[src/rtl/boot_seq_pkg.sv]
// rtl/boot_seq_pkg.sv - sequencer state encoding and default cycle constants
package boot_seq_pkg;

  typedef enum logic [1:0] {
    ST_IDLE   = 2'd0,
    ST_DETACH = 2'd1,
    ST_REBOOT = 2'd2,
    ST_HALT   = 2'd3
  } seq_state_e;

  localparam int unsigned POR_CYCLES_DEF      = 4800000;
  localparam int unsigned DEBOUNCE_CYCLES_DEF = 480000;
  localparam int unsigned DETACH_CYCLES_DEF   = 480000;
  localparam int unsigned PROGN_CYCLES_DEF    = 48;
  localparam int unsigned HB_CNT_W            = 23;

  // A zero-length interval makes no sense for any counter here, so it is promoted to one cycle.
  function automatic int unsigned min_one(input int unsigned n);
    return (n == 0) ? 1 : n;
  endfunction

endpackage

[src/rtl/btn_debounce.sv]
// rtl/btn_debounce.sv - 2-flop synchronizer plus saturating debounce for the user reset button
module btn_debounce
  import boot_seq_pkg::*;
#(
  parameter int unsigned DEBOUNCE_CYCLES = DEBOUNCE_CYCLES_DEF
) (
  input  logic clk,
  input  logic rst_n,
  input  logic btn_async,
  output logic btn_db
);

  localparam int unsigned DB_N  = min_one(DEBOUNCE_CYCLES);
  localparam int unsigned CNT_W = $clog2(DB_N + 1);
  localparam logic [CNT_W-1:0] CNT_LAST = CNT_W'(DB_N - 1);

  logic             sync1_q, sync1_d;
  logic             sync2_q, sync2_d;
  logic             db_q, db_d;
  logic [CNT_W-1:0] cnt_q, cnt_d;

  always_comb begin
    sync1_d = btn_async;
    sync2_d = sync1_q;
    db_d    = db_q;
    cnt_d   = '0;
    // Counts consecutive samples that disagree with the accepted value; any agreeing sample restarts it.
    if (sync2_q != db_q) begin
      if (cnt_q == CNT_LAST) begin
        db_d = sync2_q;
      end else begin
        cnt_d = cnt_q + CNT_W'(1);
      end
    end
  end

  always_ff @(posedge clk or negedge rst_n) begin
    if (!rst_n) begin
      sync1_q <= 1'b0;
      sync2_q <= 1'b0;
      db_q    <= 1'b0;
      cnt_q   <= '0;
    end else begin
      sync1_q <= sync1_d;
      sync2_q <= sync2_d;
      db_q    <= db_d;
      cnt_q   <= cnt_d;
    end
  end

  assign btn_db = db_q;

endmodule

[src/rtl/boot_sequencer.sv]
// rtl/boot_sequencer.sv - POR/button reset generation and USB-detach/PROGN reboot sequencer
// Optional heartbeat LED output enabled by defining BOOT_SEQ_HEARTBEAT_EN.
module boot_sequencer
  import boot_seq_pkg::*;
#(
  parameter int unsigned POR_CYCLES      = POR_CYCLES_DEF,
  parameter int unsigned DEBOUNCE_CYCLES = DEBOUNCE_CYCLES_DEF,
  parameter int unsigned DETACH_CYCLES   = DETACH_CYCLES_DEF,
  parameter int unsigned PROGN_CYCLES    = PROGN_CYCLES_DEF
) (
  input  logic clk_48mhz,
  input  logic reset_n,
  input  logic btn_reset,
  input  logic boot,
  output logic bl_reset,
  output logic usb_detach,
  output logic progn_n
`ifdef BOOT_SEQ_HEARTBEAT_EN
  ,
  output logic hb_led
`endif
);

  localparam int unsigned POR_N = min_one(POR_CYCLES);
  localparam int unsigned DET_N = min_one(DETACH_CYCLES);
  localparam int unsigned PRG_N = min_one(PROGN_CYCLES);
  localparam int unsigned POR_W = $clog2(POR_N + 1);
  localparam int unsigned DET_W = $clog2(DET_N + 1);
  localparam int unsigned PRG_W = $clog2(PRG_N + 1);
  localparam logic [POR_W-1:0] POR_LAST = POR_W'(POR_N);
  localparam logic [DET_W-1:0] DET_LAST = DET_W'(DET_N - 1);
  localparam logic [PRG_W-1:0] PRG_LAST = PRG_W'(PRG_N - 1);

  seq_state_e       state_q, state_d;
  logic [POR_W-1:0] por_cnt_q, por_cnt_d;
  logic [DET_W-1:0] det_cnt_q, det_cnt_d;
  logic [PRG_W-1:0] prg_cnt_q, prg_cnt_d;
  logic             bl_reset_q, bl_reset_d;
  logic             boot_prev_q, boot_prev_d;
  logic             usb_detach_q, usb_detach_d;
  logic             progn_n_q, progn_n_d;
  logic             btn_db;
  logic             por_running;
  logic             boot_rise;

  btn_debounce #(
    .DEBOUNCE_CYCLES(DEBOUNCE_CYCLES)
  ) u_btn_debounce (
    .clk      (clk_48mhz),
    .rst_n    (reset_n),
    .btn_async(btn_reset),
    .btn_db   (btn_db)
  );

  assign por_running = (por_cnt_q != POR_LAST);
  assign boot_rise   = boot & ~boot_prev_q;

  always_comb begin
    por_cnt_d   = por_running ? por_cnt_q + POR_W'(1) : por_cnt_q;
    bl_reset_d  = por_running | btn_db;
    boot_prev_d = boot;
    state_d     = state_q;
    det_cnt_d   = '0;
    prg_cnt_d   = '0;
    unique case (state_q)
      ST_IDLE: begin
        if (boot_rise && !por_running) state_d = ST_DETACH;
      end
      ST_DETACH: begin
        // A button press cancels the detach before the FPGA is ever told to reconfigure.
        if (btn_db) begin
          state_d = ST_IDLE;
        end else if (det_cnt_q == DET_LAST) begin
          state_d = ST_REBOOT;
        end else begin
          det_cnt_d = det_cnt_q + DET_W'(1);
        end
      end
      ST_REBOOT: begin
        if (prg_cnt_q == PRG_LAST) begin
          state_d = ST_HALT;
        end else begin
          prg_cnt_d = prg_cnt_q + PRG_W'(1);
        end
      end
      ST_HALT: begin
        state_d = ST_HALT;
      end
      default: state_d = ST_IDLE;
    endcase
    // Pad controls are registered from the next state so they never glitch on a state decode.
    usb_detach_d = (state_d != ST_IDLE);
    progn_n_d    = (state_d != ST_REBOOT);
  end

  always_ff @(posedge clk_48mhz or negedge reset_n) begin
    if (!reset_n) begin
      state_q      <= ST_IDLE;
      por_cnt_q    <= '0;
      det_cnt_q    <= '0;
      prg_cnt_q    <= '0;
      bl_reset_q   <= 1'b1;
      boot_prev_q  <= 1'b0;
      usb_detach_q <= 1'b0;
      progn_n_q    <= 1'b1;
    end else begin
      state_q      <= state_d;
      por_cnt_q    <= por_cnt_d;
      det_cnt_q    <= det_cnt_d;
      prg_cnt_q    <= prg_cnt_d;
      bl_reset_q   <= bl_reset_d;
      boot_prev_q  <= boot_prev_d;
      usb_detach_q <= usb_detach_d;
      progn_n_q    <= progn_n_d;
    end
  end

  assign bl_reset   = bl_reset_q;
  assign usb_detach = usb_detach_q;
  assign progn_n    = progn_n_q;

`ifdef BOOT_SEQ_HEARTBEAT_EN
  logic [HB_CNT_W-1:0] hb_cnt_q, hb_cnt_d;
  logic                hb_led_q, hb_led_d;

  always_comb begin
    hb_cnt_d = '0;
    hb_led_d = 1'b1;
    if (state_d == ST_IDLE) begin
      hb_led_d = hb_led_q;
      if (&hb_cnt_q) begin
        hb_led_d = ~hb_led_q;
      end else begin
        hb_cnt_d = hb_cnt_q + HB_CNT_W'(1);
      end
    end
  end

  always_ff @(posedge clk_48mhz or negedge reset_n) begin
    if (!reset_n) begin
      hb_cnt_q <= '0;
      hb_led_q <= 1'b0;
    end else begin
      hb_cnt_q <= hb_cnt_d;
      hb_led_q <= hb_led_d;
    end
  end

  assign hb_led = hb_led_q;
`endif

endmodule

[config.mk]
export PLATFORM = sky130hd
export DESIGN_NAME = boot_sequencer
export DESIGN_NICKNAME = d
export VERILOG_FILES = /design/src/rtl/boot_seq_pkg.sv /design/src/rtl/btn_debounce.sv /design/src/rtl/boot_sequencer.sv
export SDC_FILE = /design/constraint.sdc
export NUM_CORES = 1
export LEC_CHECK = 0
export CAP_MARGIN = 5
export CORE_ASPECT_RATIO = 1.2
export CORE_UTILIZATION = 45
export DETAILED_ROUTE_END_ITERATION = 8
export MAX_ROUTING_LAYER = met4
export PLACE_DENSITY = 0.73
export SYNTH_ARGS = -nofsm -noshare
export SYNTH_HDL_FRONTEND = slang
export SYNTH_HIERARCHICAL = 1
export SYNTH_SLANG_ARGS = --single-unit
[constraint.sdc]
create_clock -name clk_48mhz -period 2.87 [get_ports clk_48mhz]
set_input_delay 0.574 -clock clk_48mhz [delete_from_list [all_inputs] [get_ports clk_48mhz]]
set_output_delay 0.574 -clock clk_48mhz [all_outputs]
set_load 0.1 [all_outputs]
* Yosys cells after proc, flatten, opt, wreduce, memory -nomap -nowiden *
Cells that the tools add are included.

storage, ports and cells
  flip-flop bits (word level) = 76
  input port bits = 4
  output and inout bits = 3
  logic and storage cells = 45

operators by class
  $add $sub $neg = 4
  equality and inequality tests = 9
  mux-type cells = 12
  bitwise gates (word level) = 3
  reductions and logical operators = 5

operators with widths
  operator                 number
  $mux W19                 5
  $add A19 B1 Y19 const B  2
  $eq A19 B19 Y1 const B   2
  $add A23 B1 Y23 const B  1
  $ne A23 B23 Y1 const B   1
  $mux W6                  2
  $mux W2                  4
  $pmux W2 S4              1
  $add A6 B1 Y6 const B    1
  $eq A6 B6 Y1 const B     1
  $eq A2 B2 Y1 const B     2
  $eq A2 B1 Y1 const B     1
  $logic_not A2 Y1         1
  $ne A2 B2 Y1 const B     1
  $reduce_and A2 Y1        1
  $reduce_bool A2 Y1       1
  $and A1 B1 Y1            1
  $logic_and A1 B1 Y1      1
  $logic_not A1 Y1         1
  $ne A1 B1 Y1             1
  $not A1 Y1               1
  $or A1 B1 Y1             1

* Depth between registers and ports, before layout *
Gate-level depths: netlist (run 1).

  depth after elaboration = 6
  mapped depth = 7
  depth with buffers taken out = 6

* Modules after synthesis *
Netlist (run 1), hierarchy kept.

modules (own cells, without submodules)
  module          times used  cells an instance  area each (um^2)  seq. area each (um^2)
  boot_sequencer  1           234                2513.7            1353.8
  btn_debounce    1           102                1119.8            550.5

* Worst setup path after synthesis (run 1) *
OpenSTA, ideal clock, no wires.

  path type = register to register
  start = reg u_btn_debounce.cnt_q[0]
  end = reg u_btn_debounce.cnt_q[10]
  setup time = 119 ps
  arrival time = 1702 ps
  required time = 2751 ps
  slack = 1049 ps
  cell stages (with the launch flop) = 8
  path buffers = 2
  period minus slack after synthesis = 1821 ps
  cell sequence = dfrtp_1 > ha_1 > nand3_2 > or2_1 > buf_6 > o31ai_4 > buf_6 > nor2_2

between the ends
  longest elaborated chain between the ends = 3
  elaborated cells between the ends (all ways) = 4
  those cells by class = 1 x add/sub; 1 x eq/ne; 2 x mux

RTL lines
  element                                                   line                                    RTL
  from (decl)                                               btn_debounce.sv:20                      logic [CNT_W-1:0] cnt_q, cnt_d;
  from (signal assigned)                                    btn_debounce.sv:47                      cnt_q <= cnt_d;
  $add A19 B1 Y19 / $eq A19 B19 Y1 (equally long branches)  btn_debounce.sv:32, btn_debounce.sv:29
  $mux W19 (*)                                              btn_debounce.sv:29                      if (cnt_q == CNT_LAST) begin
  $mux W19 (*)                                              btn_debounce.sv:28                      if (sync2_q != db_q) begin
  net u_btn_debounce.cnt_d[10]                              btn_debounce.sv:20

The timed path passes the listed nets; every way through them passes the cells marked *.
A chain may end at the register's enable or synchronous reset.

* Worst setup path after layout (run 1) *
  start = reg prg_cnt_q[0]
  end = reg progn_n_q, in the netlist progn_n

between the ends
  longest elaborated chain between the ends = 4

RTL lines
  element                 line                   RTL
  from (decl)             boot_sequencer.sv:37   logic [PRG_W-1:0] prg_cnt_q, prg_cnt_d;
  from (signal assigned)  boot_sequencer.sv:110  prg_cnt_q <= prg_cnt_d;
  $eq A6 B6 Y1            boot_sequencer.sv:80   if (prg_cnt_q == PRG_LAST) begin
  $mux W2                 boot_sequencer.sv:80
  $pmux W2 S4             boot_sequencer.sv:65   unique case (state_q)
  $ne A2 B2 Y1            boot_sequencer.sv:93   progn_n_d = (state_d != ST_REBOOT);
  net progn_n_d           boot_sequencer.sv:41   logic progn_n_q, progn_n_d;
  to (signal assigned)    boot_sequencer.sv:114  progn_n_q <= progn_n_d;
  to (decl)               boot_sequencer.sv:41

The timed path passes the listed nets, and every way through them passes these cells.

==> run metrics, run 1 <==
remaining global-route overflow=0; Cell Area, Synth=0.00363 mm^2; H-tree Lvls=3; Post-Syn Area per Cell=10.8 um^2; DRC=2; Inserted Diodes=0; Cell variety after synth=51; DP Worst Slack=0.902 ns; first-pass detailed-route iteration total=6; Slew headroom=27.4%; drt wl/cell=14.0 um; Final ANT Viol Nets=0; Final Critical Period=1.95 ns; power share of the sequential group=58.0%; nets=356; clk buf depth=2; CTS tree=built; DP Wirelength=4150 um; endpoints failing hold=0; row count=35; number of global-route vias before repair=2489; Clk pwr share=39.9%; Worst Tran Pin Value=1.08 ns; cts bufs inserted=9; clock insertion delay at the later pin of the skew report=0.35 ns; first-pass GRT wire length=11000 um; startpoint types=flop; ys flop type=dfrtp_1; CTS Root Cell=clkbuf_8; post-cts hold buffer count=0; Pwr Density=474 mW/mm^2; die width=84.0 um; layout cell share with drive strength beyond 1=13.1%; area share of the leading cell type in the synthesized netlist=51.0%; crit path DAT=2.21 ns; Syn Inst Count=336; combinational share of power=2.1%; Leakage Power=0.00167 uW; Clock Skew=0.00781 ns; area of the multi-input gates=0.00163 mm^2; Area contributors post-synth=dfrtp_1, xnor2_1, xor2_1; largest net degree at the start of global routing=77; drt total wl=6200 um; top cells by count, synth=dfrtp_1, xnor2_1, nor2_1, nand3_1, nand2_1; Synthesis Warnings=6; Synth Area in Adders=1.72%; HP Class=in2async; initial antenna violation count=0; asr flop ratio synth=100%; mux share of post-synthesis cell area=0.620%; hold_ws=0.361 ns; status=finished, violations left; TNS Setup=0 ns; Core Util, Final=50.7%; most frequent cell after synthesis=dfrtp_1; # fillers=688; vias per cell=5.50; Setup crit end kind=flop; CTS Sinks=76; Synth Area in XOR/XNOR=12.5%; register clock-pin slew on the reported worst setup and hold paths=0.08 ns; Post-Layout Cell Count=444; Total GRT Usage=17.1%; PostCTS Resize Cnt=0; area grow syn2layout=8.20%; Yosys top cell by area=dfrtp_1; failing checks=DRC; routability cong.=0.830; drt initial violations=128; placed cell count=428; total core area=0.00775 mm^2; Setup Fix Bufs, Post-CTS=0; #FFs+latches synth=76; Post-synth EDFFs=0; IO buf count=6; die area=0.00844 mm^2; Critical Path RT=3.14 ns; RSZ-0062 raised after global routing=false; Max Clk Rate=513 MHz; Seq. cell area=0.00190 mm^2; switching pwr=438 uW; largest family of logic cells by synthesized area=simple AND/OR/NAND/NOR gates; Post-Synth Simple-Gate Area=25.0%; Vias=2443; # setup viols final=0; post-route clock period utilization=67.9%; final setup margin=0.922 ns; internal power=1420 uW; Synth Area in Compound Gates=4.96%; Starting Density=46.9%; Die Y=100 um; Critical Path Fanout Max=6; Max-Cap Viols=0; sw frac=23.5%; Worst VDD drop=202 uV; IO Count=7; syn nets=345; path type of the worst setup path=reg2reg; fin. max-slew vios=0; post-synthesis sequential area ratio=52.4%
area by class of cell:
cell class,count,area share (%)
Clock buffer,11,3.60
Clock inverter,5,0.923
Inverter,13,1.24
Multi-Input combinational cell,240,41.4
Sequential cell,76,48.4
Tap cell,92,2.93
Timing Repair Buffer,7,1.46
state kept, by name, summed over array words and instances, names as in the netlist:
name / flops
progn_n: 1
bl_reset: 1
u_btn_debounce/sync1_q: 1
state_q: 2
boot_prev_q: 1
por_cnt_q: 23
u_btn_debounce/cnt_q: 19
det_cnt_q: 19
usb_detach: 1
prg_cnt_q: 6
u_btn_debounce/btn_db: 1
u_btn_debounce/sync2_q: 1
power groups by stage:
stage          Combinational, uW  Sequential (uW)  Clock [uW]
2_1_floorplan               14.3             1100           0
3_3_place_gp                40.7             1100           0
3_5_place_dp                41.0             1100           0
4_1_cts                     41.2             1080         770
5_1_grt                     45.5             1080         813
6_report                    38.7             1080         743
layout by cell type, fill, tap and decap left out, types with 3 or more instances in the layout:
cell,instances
ha_1,5
xor2_1,16
or4_1,3
o31ai_1,4
inv_1,13
nor4_1,10
xnor2_1,36
nor3_1,9
nand3_1,25
buf_4,5
nor2_1,28
o21ai_0,5
nor2_2,10
and3_1,12
dfrtp_1,74
nand2_1,19
or3_1,5
clkbuf_8,10
nand4_1,11
a21oi_1,7
and4_1,3
clkinvlp_4,3
per-stage QoR:
step | instance area, um^2 | total power, uW
6_report | 3930 | 1860
2_1_floorplan | 3630 | 1110
3_5_place_dp | 3750 | 1140
4_1_cts | 3930 | 1890
3_3_place_gp | 3750 | 1140
5_1_grt | 3930 | 1940
critical path, cell delays in order (launching register included):
cell	delay, ns
dfrtp_1	0.38
ha_1	0.19
nand3_1	0.11
o311ai_0	0.90
a21boi_0	0.29
final timing paths:
| kind | slack [ns] | startpoint | depth (start not counted) | to |
|---|---|---|---|---|
| worst max-delay path | 0.92 | prg_cnt_q[0] | 4 | progn_n |
| worst max register to register | 0.92 | prg_cnt_q[0] | 4 | progn_n |
| max in group asynchronous | 1.91 | reset_n | 1 | por_cnt_q[19] |
| worst min register to register | 0.36 | u_btn_debounce/sync1_q | 0 | u_btn_debounce/sync2_q |
| worst min-delay path | 0.36 | reset_n | 1 | det_cnt_q[12] |
| min in group clk_48mhz | 0.36 | u_btn_debounce/sync1_q | 0 | u_btn_debounce/sync2_q |
cell families (layout without fill, tap and decap cells):
group           Yosys count  after routing
simple gates            156            156
flops                    76             76
xor+xnor                 52             52
compound gates           25             25
buf+inv                  20             36
fa+ha+maj                 5              5
mux                       2              2
per-layer routing:
layer  GRT usage [%]  vias to the layer above  routed length [um]
met5               -                        -                   0
met4            7.82                        0                 132
met3            3.45                       10                 181
met2            28.0                       39                3020
met1            20.4                     1193                2860
li1                -                     1201                   -
Note: power is estimated with default switching activity, not from simulation.
==> run 2: changes to the inputs <==
- PLACE_DENSITY: 0.73 -> 0.75
- clock period: 2.87 -> 1.75 ns (I/O delays scaled with it)
==> run 2 against run 1 <==
Net effect:
- the flow still finishes with violations (DRC)
- wire length rose by 9.6%
- sequential share of layout area fell by 4.4 points
- design area rose by 10%
- clock skew increased by 0.0021 ns
==> run metrics, run 2 (synthesized netlist as in run 1, its figures left out) <==
Clock Skew=0.00986 ns (+0.00205 ns); drt wl/cell=14.3 um (+2.2%); Worst Tran Pin Value=0.417 ns (-0.659 ns); Max-Cap Viols=0 (unchanged); endpoints failing hold=0 (unchanged); post-route clock period utilization=96.0% (+28 points); first-pass GRT wire length=12000 um (+9.4%); register clock-pin slew on the reported worst setup and hold paths=0.08 ns (about the same); fin. max-slew vios=0 (unchanged); CTS tree=built; status=finished, violations left; Worst VDD drop=303 uV (+50%); layout cell share with drive strength beyond 1=23.4% (+10 points); initial antenna violation count=0 (unchanged); number of global-route vias before repair=2729 (+9.6%); CTS Root Cell=clkbuf_8; met3 global-route usage=3.62% (+0.16 points); Inserted Diodes=0 (unchanged); die area=0.00844 mm^2 (unchanged); largest net degree at the start of global routing=38 (-51%); IO buf count=6 (unchanged); Setup crit end kind=flop; CTS Sinks=76 (unchanged); nets=388 (+9.0%); final setup margin=0.0702 ns (-0.852 ns); most common cell after layout, fill and taps aside=dfrtp_1; Clk pwr share=43.8% (+3.9 points); vias per cell=5.47 (-0.65%); DRC=4 (+2); sw frac=21.7% (-1.9 points); switching pwr=718 uW (+64%); cts bufs inserted=9 (unchanged); row count=35 (unchanged); Starting Density=46.9% (unchanged); Pwr Density=764 mW/mm^2 (+61%); first-pass detailed-route iteration total=6 (unchanged); area of the multi-input gates=0.00169 mm^2 (+3.5%); Top Registers=por_cnt_q: 23 flops, det_cnt_q: 19 flops, u_btn_debounce/cnt_q: 19 flops; failing checks=DRC; Seq. cell area=0.00191 mm^2 (+0.13%); DP Wirelength=4700 um (+13%); Top reg by flops=por_cnt_q; clock insertion delay at the later pin of the skew report=0.35 ns (about the same); IO Count=7 (unchanged); Leakage Power=0.00189 uW (+13%); Die Y=100 um (unchanged); final total power=3310 uW (+78%); drt total wl=6790 um (+9.6%); Final ANT Viol Nets=0 (unchanged); internal power=2590 uW (+82%); routability cong.=0.827 (-0.35%); combinational share of power=2.7% (+0.6 points); area grow syn2layout=19.3%; Vias=2602 (+6.5%); drt initial violations=124 (-3.1%); die width=84.0 um (unchanged); H-tree Lvls=3 (unchanged); total core area=0.00775 mm^2 (unchanged); Critical Path RT=2.02 ns (-1.12 ns); Total GRT Usage=18.5% (+1.4 points); path type of the worst setup path=reg2reg; worst reg2reg path depth=4 (unchanged); Critical Path Fanout Max=6 (unchanged); clk buf depth=2 (unchanged); Slew headroom=71.8% (+44 points); remaining global-route overflow=0 (unchanged); WHS Path Cells=0; # setup viols final=0 (unchanged); HP Class=reg2reg; Most Crowded Layer GR=met2; startpoint types=flop; # fillers=646 (-6.1%); met2 Usage GRT=31.3% (+3.3 points); Final Critical Period=1.68 ns (-0.268 ns); crit path DAT=1.95 ns (-0.26 ns); power share of the sequential group=53.5% (-4.5 points); Max Clk Rate=595 MHz (+16%); M1 GR Usage=21.0% (+0.54 points); DP Worst Slack=0.00102 ns (-0.901 ns); Core Util, Final=55.9% (+5.2 points); most frequent cells in the layout=dfrtp_1, xnor2_1, buf_4; max reg flops=23 (unchanged); TNS Setup=0 ns (unchanged)
-- run 2: cell count changes in the layout (fill, tap and decap cells not counted), moves of 2 or more --
cell / before / now
buf_4: 5 / 31
buf_12: 0 / 5
bufinv_16: 0 / 2
clkinv_2: 1 / 3
clkinvlp_4: 3 / 1
dfrtp_1: 74 / 72
dfrtp_2: 0 / 2
ha_1: 5 / 3
nor4b_1: 2 / 0
nor4b_2: 0 / 2
-- run 2: worst paths after layout --
check	startpoint	end	slack, ns
min reg2reg	u_btn_debounce/sync1_q	u_btn_debounce/sync2_q	0.35
min in group asynchronous	reset_n	det_cnt_q[18]	0.44
min	u_btn_debounce/sync1_q	u_btn_debounce/sync2_q	0.35
max in group asynchronous	reset_n	por_cnt_q[3]	0.77
max reg2reg	u_btn_debounce/cnt_q[8]	u_btn_debounce/cnt_q[17]	0.07
max	u_btn_debounce/cnt_q[8]	u_btn_debounce/cnt_q[17]	0.07
-- run 2: power groups by stage --
stage               logic (uW)  registers, uW  clock network, uW
global placement          84.9           1810                  0
detailed placement        86.9           1810                  0
CTS                       89.5           1770               1490
global route               101           1770               1560
finish                    88.2           1770               1450
floorplan                 25.3           1810                  0
-- run 2: critical path, cell delays in order, from the launching register on --
cell and delay (ns):
dfrtp_2 0.41, nand4_2 0.12, or3_4 0.42, or4_1 0.50, a21oi_1 0.15
-- run 2: timing repair --
action                     in CTS  in global routing
setup endpoints to repair       3                 27
hold buffers                    1                  0
gates resized for setup         0                 12
pin swaps                       0                  4
buffers inserted                0                  2
hold endpoints to repair       19                  0
-- run 2: layout make-up --
class,instances,area share (%)
Timing Repair Buffer,39,8.37
Clock buffer,9,2.86
Inverter,13,1.13
Tap cell,92,2.66
Clock inverter,7,2.11
Sequential cell,76,44.0
Multi-Input combinational cell,240,38.9
-- run 2: per-stage QoR --
step	instances	hold WS, ns	cell area [um^2]
after floorplan	336	0.0544	3650
after global placement	457	0.265	4050
after detailed placement	457	0.273	4050
after CTS	474	0.352	4270
after global routing	476	0.367	4330
final	476	0.351	4330
-- run 2: per-layer routing --
layer	up-vias	wire length, um
met4	0	93
met5	-	0
met2	49	3460
met3	8	214
met1	1275	3030
li1	1270	-
